**src/rtl/apo_traffic_gen_16.sv**
```systemverilog
// LFSR-driven synthetic packet source for the 16-node circulant NoC.
// Injects one packet per slot, round-robin over source ports, at a programmable rate.
module apo_traffic_gen_16 #(
  parameter int N2    = 11,
  parameter int NODES = 16
) (
  input  logic          clk,
  input  logic          rst_n,
  input  logic          start,
  input  logic          stop,
  input  logic [3:0]    rate,
  input  logic [7:0]    count,
  input  logic [15:0]   seed,
  output logic [N2-1:0] out_router1,
  output logic [N2-1:0] out_router2,
  output logic [N2-1:0] out_router3,
  output logic [N2-1:0] out_router4,
  output logic [N2-1:0] out_router5,
  output logic [N2-1:0] out_router6,
  output logic [N2-1:0] out_router7,
  output logic [N2-1:0] out_router8,
  output logic [N2-1:0] out_router9,
  output logic [N2-1:0] out_router10,
  output logic [N2-1:0] out_router11,
  output logic [N2-1:0] out_router12,
  output logic [N2-1:0] out_router13,
  output logic [N2-1:0] out_router14,
  output logic [N2-1:0] out_router15,
  output logic [N2-1:0] out_router16,
  output logic          busy,
  output logic          done,
  output logic [15:0]   sent_cnt
);

  // state  | meaning
  // IDLE   | waiting for start
  // LOAD   | seed the LFSR from the latched seed
  // INJECT | one packet on out_router(src+1) this cycle
  // GAP    | rate idle cycles between injections
  // DONE   | one-cycle done pulse, back to IDLE

  localparam logic [15:0] LFSR_INIT = 16'hACE1;
  localparam logic [15:0] LFSR_MASK = 16'hB400;

  typedef enum logic [2:0] {
    S_IDLE,
    S_LOAD,
    S_INJECT,
    S_GAP,
    S_DONE
  } state_t;

  state_t        state;
  state_t        state_nxt;
  logic [15:0]   lfsr;
  logic [15:0]   lfsr_nxt;
  logic [3:0]    src;
  logic [3:0]    rate_q;
  logic [3:0]    gap_cnt;
  logic [7:0]    count_q;
  logic [15:0]   seed_q;
  logic [15:0]   sent_inc;
  logic [3:0]    dst;
  logic [N2-1:0] pkt;
  logic [N2-1:0] port [NODES];

  assign lfsr_nxt = {1'b0, lfsr[15:1]} ^ (lfsr[0] ? LFSR_MASK : 16'h0000);
  assign sent_inc = (sent_cnt == 16'hFFFF) ? sent_cnt : sent_cnt + 16'd1;

  always_comb begin
    state_nxt = state;
    case (state)
      S_IDLE: if (start && !stop) state_nxt = S_LOAD;
      S_LOAD: state_nxt = stop ? S_IDLE : S_INJECT;
      S_INJECT: begin
        if (stop)                                           state_nxt = S_IDLE;
        else if (count_q != 8'd0 && sent_inc == {8'd0, count_q}) state_nxt = S_DONE;
        else if (rate_q == 4'd0)                            state_nxt = S_INJECT;
        else                                                state_nxt = S_GAP;
      end
      S_GAP: begin
        if (stop)                  state_nxt = S_IDLE;
        else if (gap_cnt == 4'd1)  state_nxt = S_INJECT;
      end
      S_DONE:  state_nxt = S_IDLE;
      default: state_nxt = S_IDLE;
    endcase
  end

  always_ff @(posedge clk or negedge rst_n) begin
    if (!rst_n) begin
      state    <= S_IDLE;
      lfsr     <= LFSR_INIT;
      src      <= 4'd0;
      rate_q   <= 4'd0;
      gap_cnt  <= 4'd0;
      count_q  <= 8'd0;
      seed_q   <= 16'd0;
      sent_cnt <= 16'd0;
      busy     <= 1'b0;
      done     <= 1'b0;
    end else begin
      state <= state_nxt;
      busy  <= (state_nxt == S_LOAD) || (state_nxt == S_INJECT) || (state_nxt == S_GAP);
      done  <= (state_nxt == S_DONE);
      case (state)
        S_IDLE: begin
          if (state_nxt == S_LOAD) begin
            rate_q   <= rate;
            count_q  <= count;
            seed_q   <= seed;
            sent_cnt <= 16'd0;
            src      <= 4'd0;
          end
        end
        S_LOAD: begin
          if (!stop) lfsr <= (seed_q == 16'd0) ? LFSR_INIT : seed_q;
        end
        // A stop here still accounts for the packet already on the wire.
        S_INJECT: begin
          sent_cnt <= sent_inc;
          lfsr     <= lfsr_nxt;
          src      <= src + 4'd1;
          if (state_nxt == S_GAP) gap_cnt <= rate_q;
        end
        S_GAP:   gap_cnt <= gap_cnt - 4'd1;
        default: ;
      endcase
    end
  end

  // Self-addressed destinations are bumped to the next node.
  assign dst = (lfsr[3:0] == src) ? src + 4'd1 : lfsr[3:0];
  assign pkt = {1'b1, dst, lfsr[9:4]};

  for (genvar i = 0; i < NODES; i++) begin : g_port
    localparam logic [3:0] IDX = 4'(i);
    assign port[i] = (state == S_INJECT && src == IDX) ? pkt : '0;
  end

  assign out_router1  = port[0];
  assign out_router2  = port[1];
  assign out_router3  = port[2];
  assign out_router4  = port[3];
  assign out_router5  = port[4];
  assign out_router6  = port[5];
  assign out_router7  = port[6];
  assign out_router8  = port[7];
  assign out_router9  = port[8];
  assign out_router10 = port[9];
  assign out_router11 = port[10];
  assign out_router12 = port[11];
  assign out_router13 = port[12];
  assign out_router14 = port[13];
  assign out_router15 = port[14];
  assign out_router16 = port[15];

endmodule

```
**config.mk**
```make
export PLATFORM = sky130hd
export DESIGN_NAME = apo_traffic_gen_16
export DESIGN_NICKNAME = d
export VERILOG_FILES = /design/src/rtl/apo_traffic_gen_16.sv
export SDC_FILE = /design/constraint.sdc
export NUM_CORES = 1
export LEC_CHECK = 0
export BUFFER_PORTS_ARGS = -buffer_cell sky130_fd_sc_hd__buf_2
export CORE_ASPECT_RATIO = 1.4
export CORE_MARGIN = 3
export CORE_UTILIZATION = 44
export CTS_CLUSTER_DIAMETER = 200
export CTS_CLUSTER_SIZE = 25
export DETAILED_ROUTE_END_ITERATION = 10
export GPL_TIMING_DRIVEN = 0
export MAX_ROUTING_LAYER = met4
export PLACE_DENSITY = 0.86
export SLEW_MARGIN = 20
export SYNTH_ARGS = -nofsm -noshare
export SYNTH_HDL_FRONTEND = slang
export SYNTH_SLANG_ARGS = --single-unit
```
**constraint.sdc**
```tcl
create_clock -name clk -period 2.7 [get_ports clk]
set_input_delay 0.135 -clock clk [delete_from_list [all_inputs] [get_ports clk]]
set_output_delay 0.135 -clock clk [all_outputs]
set_load 0.05 [all_outputs]
```
==> flow_metrics.py <==
metrics = {
    "clock_network": {
        "clkSinkCount": 73,
        "max-clock-path-buffers": 2,
        "worst_skew_pair.late_latency_ns": 0.34,
        "root_buffer": "sky130_fd_sc_hd__clkbuf_16",
        "cts-buffers-inserted": 9,
        "clk_pin_slew_worst_setup_hold_paths_ns": 0.06,
        "cts_tree": "done",
        "htree_num_levels": 3,
    },
    "route": {
        "routedWlPerCell_um": 19.0,
        "routed_antenna_nets": 0,
        "route.final.wire_length_um": 21200,
        "dr.pass1.iters": 8,
        "vias": 6519,
        "first_iter_violations": 753,
        "drc": 0,
        "detail_route.vias_per_cell": 5.84,
    },
    "finish": {
        "number_of_antenna_diodes": 0,
        "number_of_nets_in_the_layout": 1006,
        "fill_cells": 921,
        "area_delta_synth_final_pct": 43.8,
        "area_used_by_sequential_logic_in_the_layout_mm2": 0.00186,
        "postLayoutCellArea_mm2": 0.00746,
        "multi_input_comb_area_mm2": 0.00318,
        "drive_above_1_share": 0.364,
    },
    "global_routing": {
        "vias_in_the_first_global_route": 6199,
        "gr-total-overflow": 0,
        "grt.total_usage": 0.308,
        "maximum_number_of_pins_on_one_net_before_global_route_repair": 38,
        "antenna_violations_before_repair": 0,
        "grt_pass1_wl_um": 31900,
    },
    "floorplanning": {
        "fp.dieH_um": 135,
        "start_util": 0.453,
        "die_width_um": 97.8,
        "core.rowCount": 46,
        "coreArea_mm2": 0.0115,
        "dieArea_mm2": 0.0132,
        "top_level_ports": 226,
    },
    "sta": {
        "maxSlewViolCount": 0,
        "grt_setup_unrepaired": "true",
        "finalHoldViolCount": 1,
        "timing.max_slew.rel_slack": 0.521,
        "setup_violations": 1,
        "final.min_clock_period_ns": 2.70,
        "final.setup_skew_ns": 0.00598,
        "fmax_mhz": 370,
        "layout_setup_ws_ns": -0.000708,
        "final_min_period_over_clock_period": 1.00,
        "fin_worst_hold_slack_ns": -0.00605,
        "tightestPinTransition_ns": 0.712,
    },
    "power_and_ir_drop": {
        "irDropWorstVdd_uv": 515,
        "power_mw": 5.93,
        "power.density_cell_area_mw_per_mm2": 794,
        "power.leakage_nw": 4.32,
    },
    "logic_synthesis": {
        "mappedNetlistNets": 733,
        "yosys_cell_types": 61,
        "netlist_instances": 694,
        "dominant_cell_type_by_area_after_synthesis": "sky130_fd_sc_hd__dfrtp_1",
        "async_flop_share": 1.00,
        "post_synth_most_frequent_cells": "144 x sky130_fd_sc_hd__nand2_1, 101 x sky130_fd_sc_hd__and3_1, 86 x sky130_fd_sc_hd__nor2_1, 65 x sky130_fd_sc_hd__dfrtp_1, 51 x sky130_fd_sc_hd__clkbuf_1",
        "synth_top_cells_by_area": "sky130_fd_sc_hd__dfrtp_1 31%, sky130_fd_sc_hd__and3_1 12%, sky130_fd_sc_hd__nand2_1 10%",
        "yosys.area.top_type_share": 0.313,
        "synth_enable_flop_cells": 0,
        "dominant_cell_by_count_in_the_synthesized_netlist": "sky130_fd_sc_hd__nand2_1",
        "synth_seq_cells": 73,
        "dominantRegCellSynth": "sky130_fd_sc_hd__dfrtp_1",
        "syn_avg_cell_area_um2": 7.48,
        "synth.yosys.seq_area_share": 0.354,
        "syn-cell-area_mm2": 0.00519,
        "yosys_warnings": 0,
    },
    "place": {
        "placement.io_buffers": 225,
        "place.gp.congestion": 0.962,
        "dpl_wire_length_um": 14200,
        "place_area_mm2": 0.00662,
    },
    "run": {
        "maxcap_viol_count": 0,
    },
    "critical_path": {
        "critical_path.n_buffers_inverters": 1,
        "kind_of_end_point_of_the_critical_path": "flop",
        "crit_family": "simple AND/OR/NAND/NOR gates",
        "critical_path_cell_by_cell": "ha_4 > nand4_4 > or4_4 > a221oi_4 > nand4_1 > nand4bb_4 > buf_6 > a211o_1 > o21a_1",
        "crit_path_start_kind": "flop",
        "timing.critical_path.slowest_stage_cell": "sky130_fd_sc_hd__or4_4",
        "crit_arrival_ns": 2.93,
        "cp_slowest_stage_delay_ns": 0.62,
        "required_ns": 2.93,
        "crit_fanout": 5,
        "timing_worst_setup_path_type": "reg2reg",
    },
    "outcome": {
        "failed_checks": "hold timing, setup timing",
        "run_status": "finished, violations left",
    },
    "hold_path": {
        "hold_path.class": "in2reg",
    },
}
-- metal layers --
| metal | part of all wire | GRT usage | vias up |
|---|---|---|---|
| met3 | 0.092 | 0.0641 | 133 |
| met4 | 0.057 | 0.145 | 0 |
| met2 | 0.49 | 0.519 | 486 |
| met1 | 0.36 | 0.352 | 2970 |
| li1 | - | - | 2930 |
| met5 | 0 | - | - |
-- placed cells by master, fill, tap and decap left out, types with 3 or more instances in the layout --
master,count
sky130_fd_sc_hd__a211oi_1,3
sky130_fd_sc_hd__a21oi_1,16
sky130_fd_sc_hd__a22oi_1,12
sky130_fd_sc_hd__a311oi_1,3
sky130_fd_sc_hd__a31oi_1,3
sky130_fd_sc_hd__and3_1,100
sky130_fd_sc_hd__buf_2,223
sky130_fd_sc_hd__buf_4,34
sky130_fd_sc_hd__buf_6,4
sky130_fd_sc_hd__clkbuf_1,36
sky130_fd_sc_hd__clkbuf_16,9
sky130_fd_sc_hd__clkbuf_2,4
sky130_fd_sc_hd__clkbuf_4,5
sky130_fd_sc_hd__dfrtp_1,48
sky130_fd_sc_hd__dfrtp_2,17
sky130_fd_sc_hd__dfstp_2,8
sky130_fd_sc_hd__dlygate4sd3_1,20
sky130_fd_sc_hd__ha_1,6
sky130_fd_sc_hd__inv_1,26
sky130_fd_sc_hd__mux2i_1,3
sky130_fd_sc_hd__nand2_1,144
sky130_fd_sc_hd__nand3_1,13
sky130_fd_sc_hd__nand4_1,6
sky130_fd_sc_hd__nor2_1,72
sky130_fd_sc_hd__nor2_2,13
sky130_fd_sc_hd__nor3_1,16
sky130_fd_sc_hd__nor4_1,9
sky130_fd_sc_hd__o211a_1,3
sky130_fd_sc_hd__o211ai_1,4
sky130_fd_sc_hd__o21ai_0,24
sky130_fd_sc_hd__o31ai_1,5
sky130_fd_sc_hd__xnor2_1,16
sky130_fd_sc_hd__xor2_1,5
-- logic make-up (layout without fill, tap and decap cells) --
logic type               count (synthesis)  after routing  synth area share
adder cells (fa/ha/maj)                  7              7            0.0169
AO/OA/AOI/OAI                           94             94             0.121
XOR/XNOR                                22             22            0.0398
flip-flops                              73             73             0.354
multiplexers                             7              7            0.0140
buffers and inverters                   90            368            0.0699
AND/OR/NAND/NOR                        401            401             0.385
-- path summary, 6_finish.rpt --
kind                              from  cells past startpoint            to  slack (ns)
max                        sent_cnt[1]                      9    gap_cnt[0]     -0.0007
min                            seed[7]                      3     seed_q[7]      -0.006
max reg2reg                sent_cnt[1]                      9    gap_cnt[0]     -0.0007
min reg2reg                 count_q[3]                      2    count_q[3]        0.50
max in group asynchronous        rst_n                      3       lfsr[6]        1.76
min in group asynchronous        rst_n                      2  sent_cnt[13]        0.31
-- sequential cells by signal (all words and copies together), names as in the netlist --
name      count
count_q       8
rate_q        4
seed_q       16
done          1
src           4
sent_cnt     16
gap_cnt       4
state         3
busy          1
lfsr         16
-- repair_timing --
action | CTS | global route
resized for setup | 34 | 22
pin swaps | 8 | 9
hold buffers | 20 | 0
buffers inserted | 16 | 9
endpoints found under the hold margin | 50 | 0
endpoints found under the setup margin | 181 | 90
cloned | 0 | 1
-- report_power, final --
| part | leakage, nW | switching, mW | internal, mW |
|---|---|---|---|
| Clock | 0.160 | 0.450 | 0.858 |
| Combinational | 3.26 | 1.78 | 0.890 |
| Sequential | 0.896 | 0.471 | 1.48 |
-- final cells by class --
class                           count  share of cell area
Clock inverter                      3             0.00872
Sequential cell                    73               0.249
Timing Repair Buffer              272               0.209
Tap cell                          144              0.0241
Buffer                             54              0.0357
Clock buffer                       13              0.0349
Inverter                           26              0.0131
Multi-Input combinational cell    531               0.426
-- tightest hold or removal path: cells and delay by family --
family,cells,cell delay (ns)
and+or+nand+nor,2,0.08
buffers and inverters,1,0.08
-- stage by stage --
| stage | utilization | worst slack [ns] | cells | TNS, ns | hold WS [ns] |
|---|---|---|---|---|---|
| floorplan | - | -0.0906 | 694 | -1.45 | -0.161 |
| global placement | 0.575 | -0.731 | 1063 | -61.42 | 0.326 |
| detailed placement | 0.578 | -0.537 | 1064 | -36.74 | 0.127 |
| CTS | 0.642 | 0.00296 | 1112 | 0 | 0.00110 |
| global route | 0.652 | -0.0688 | 1116 | -0.248 | 0.0160 |
| finish | 0.652 | -0.000708 | 1116 | -0.000708 | -0.00605 |
Power figures use the tool's default switching activity.
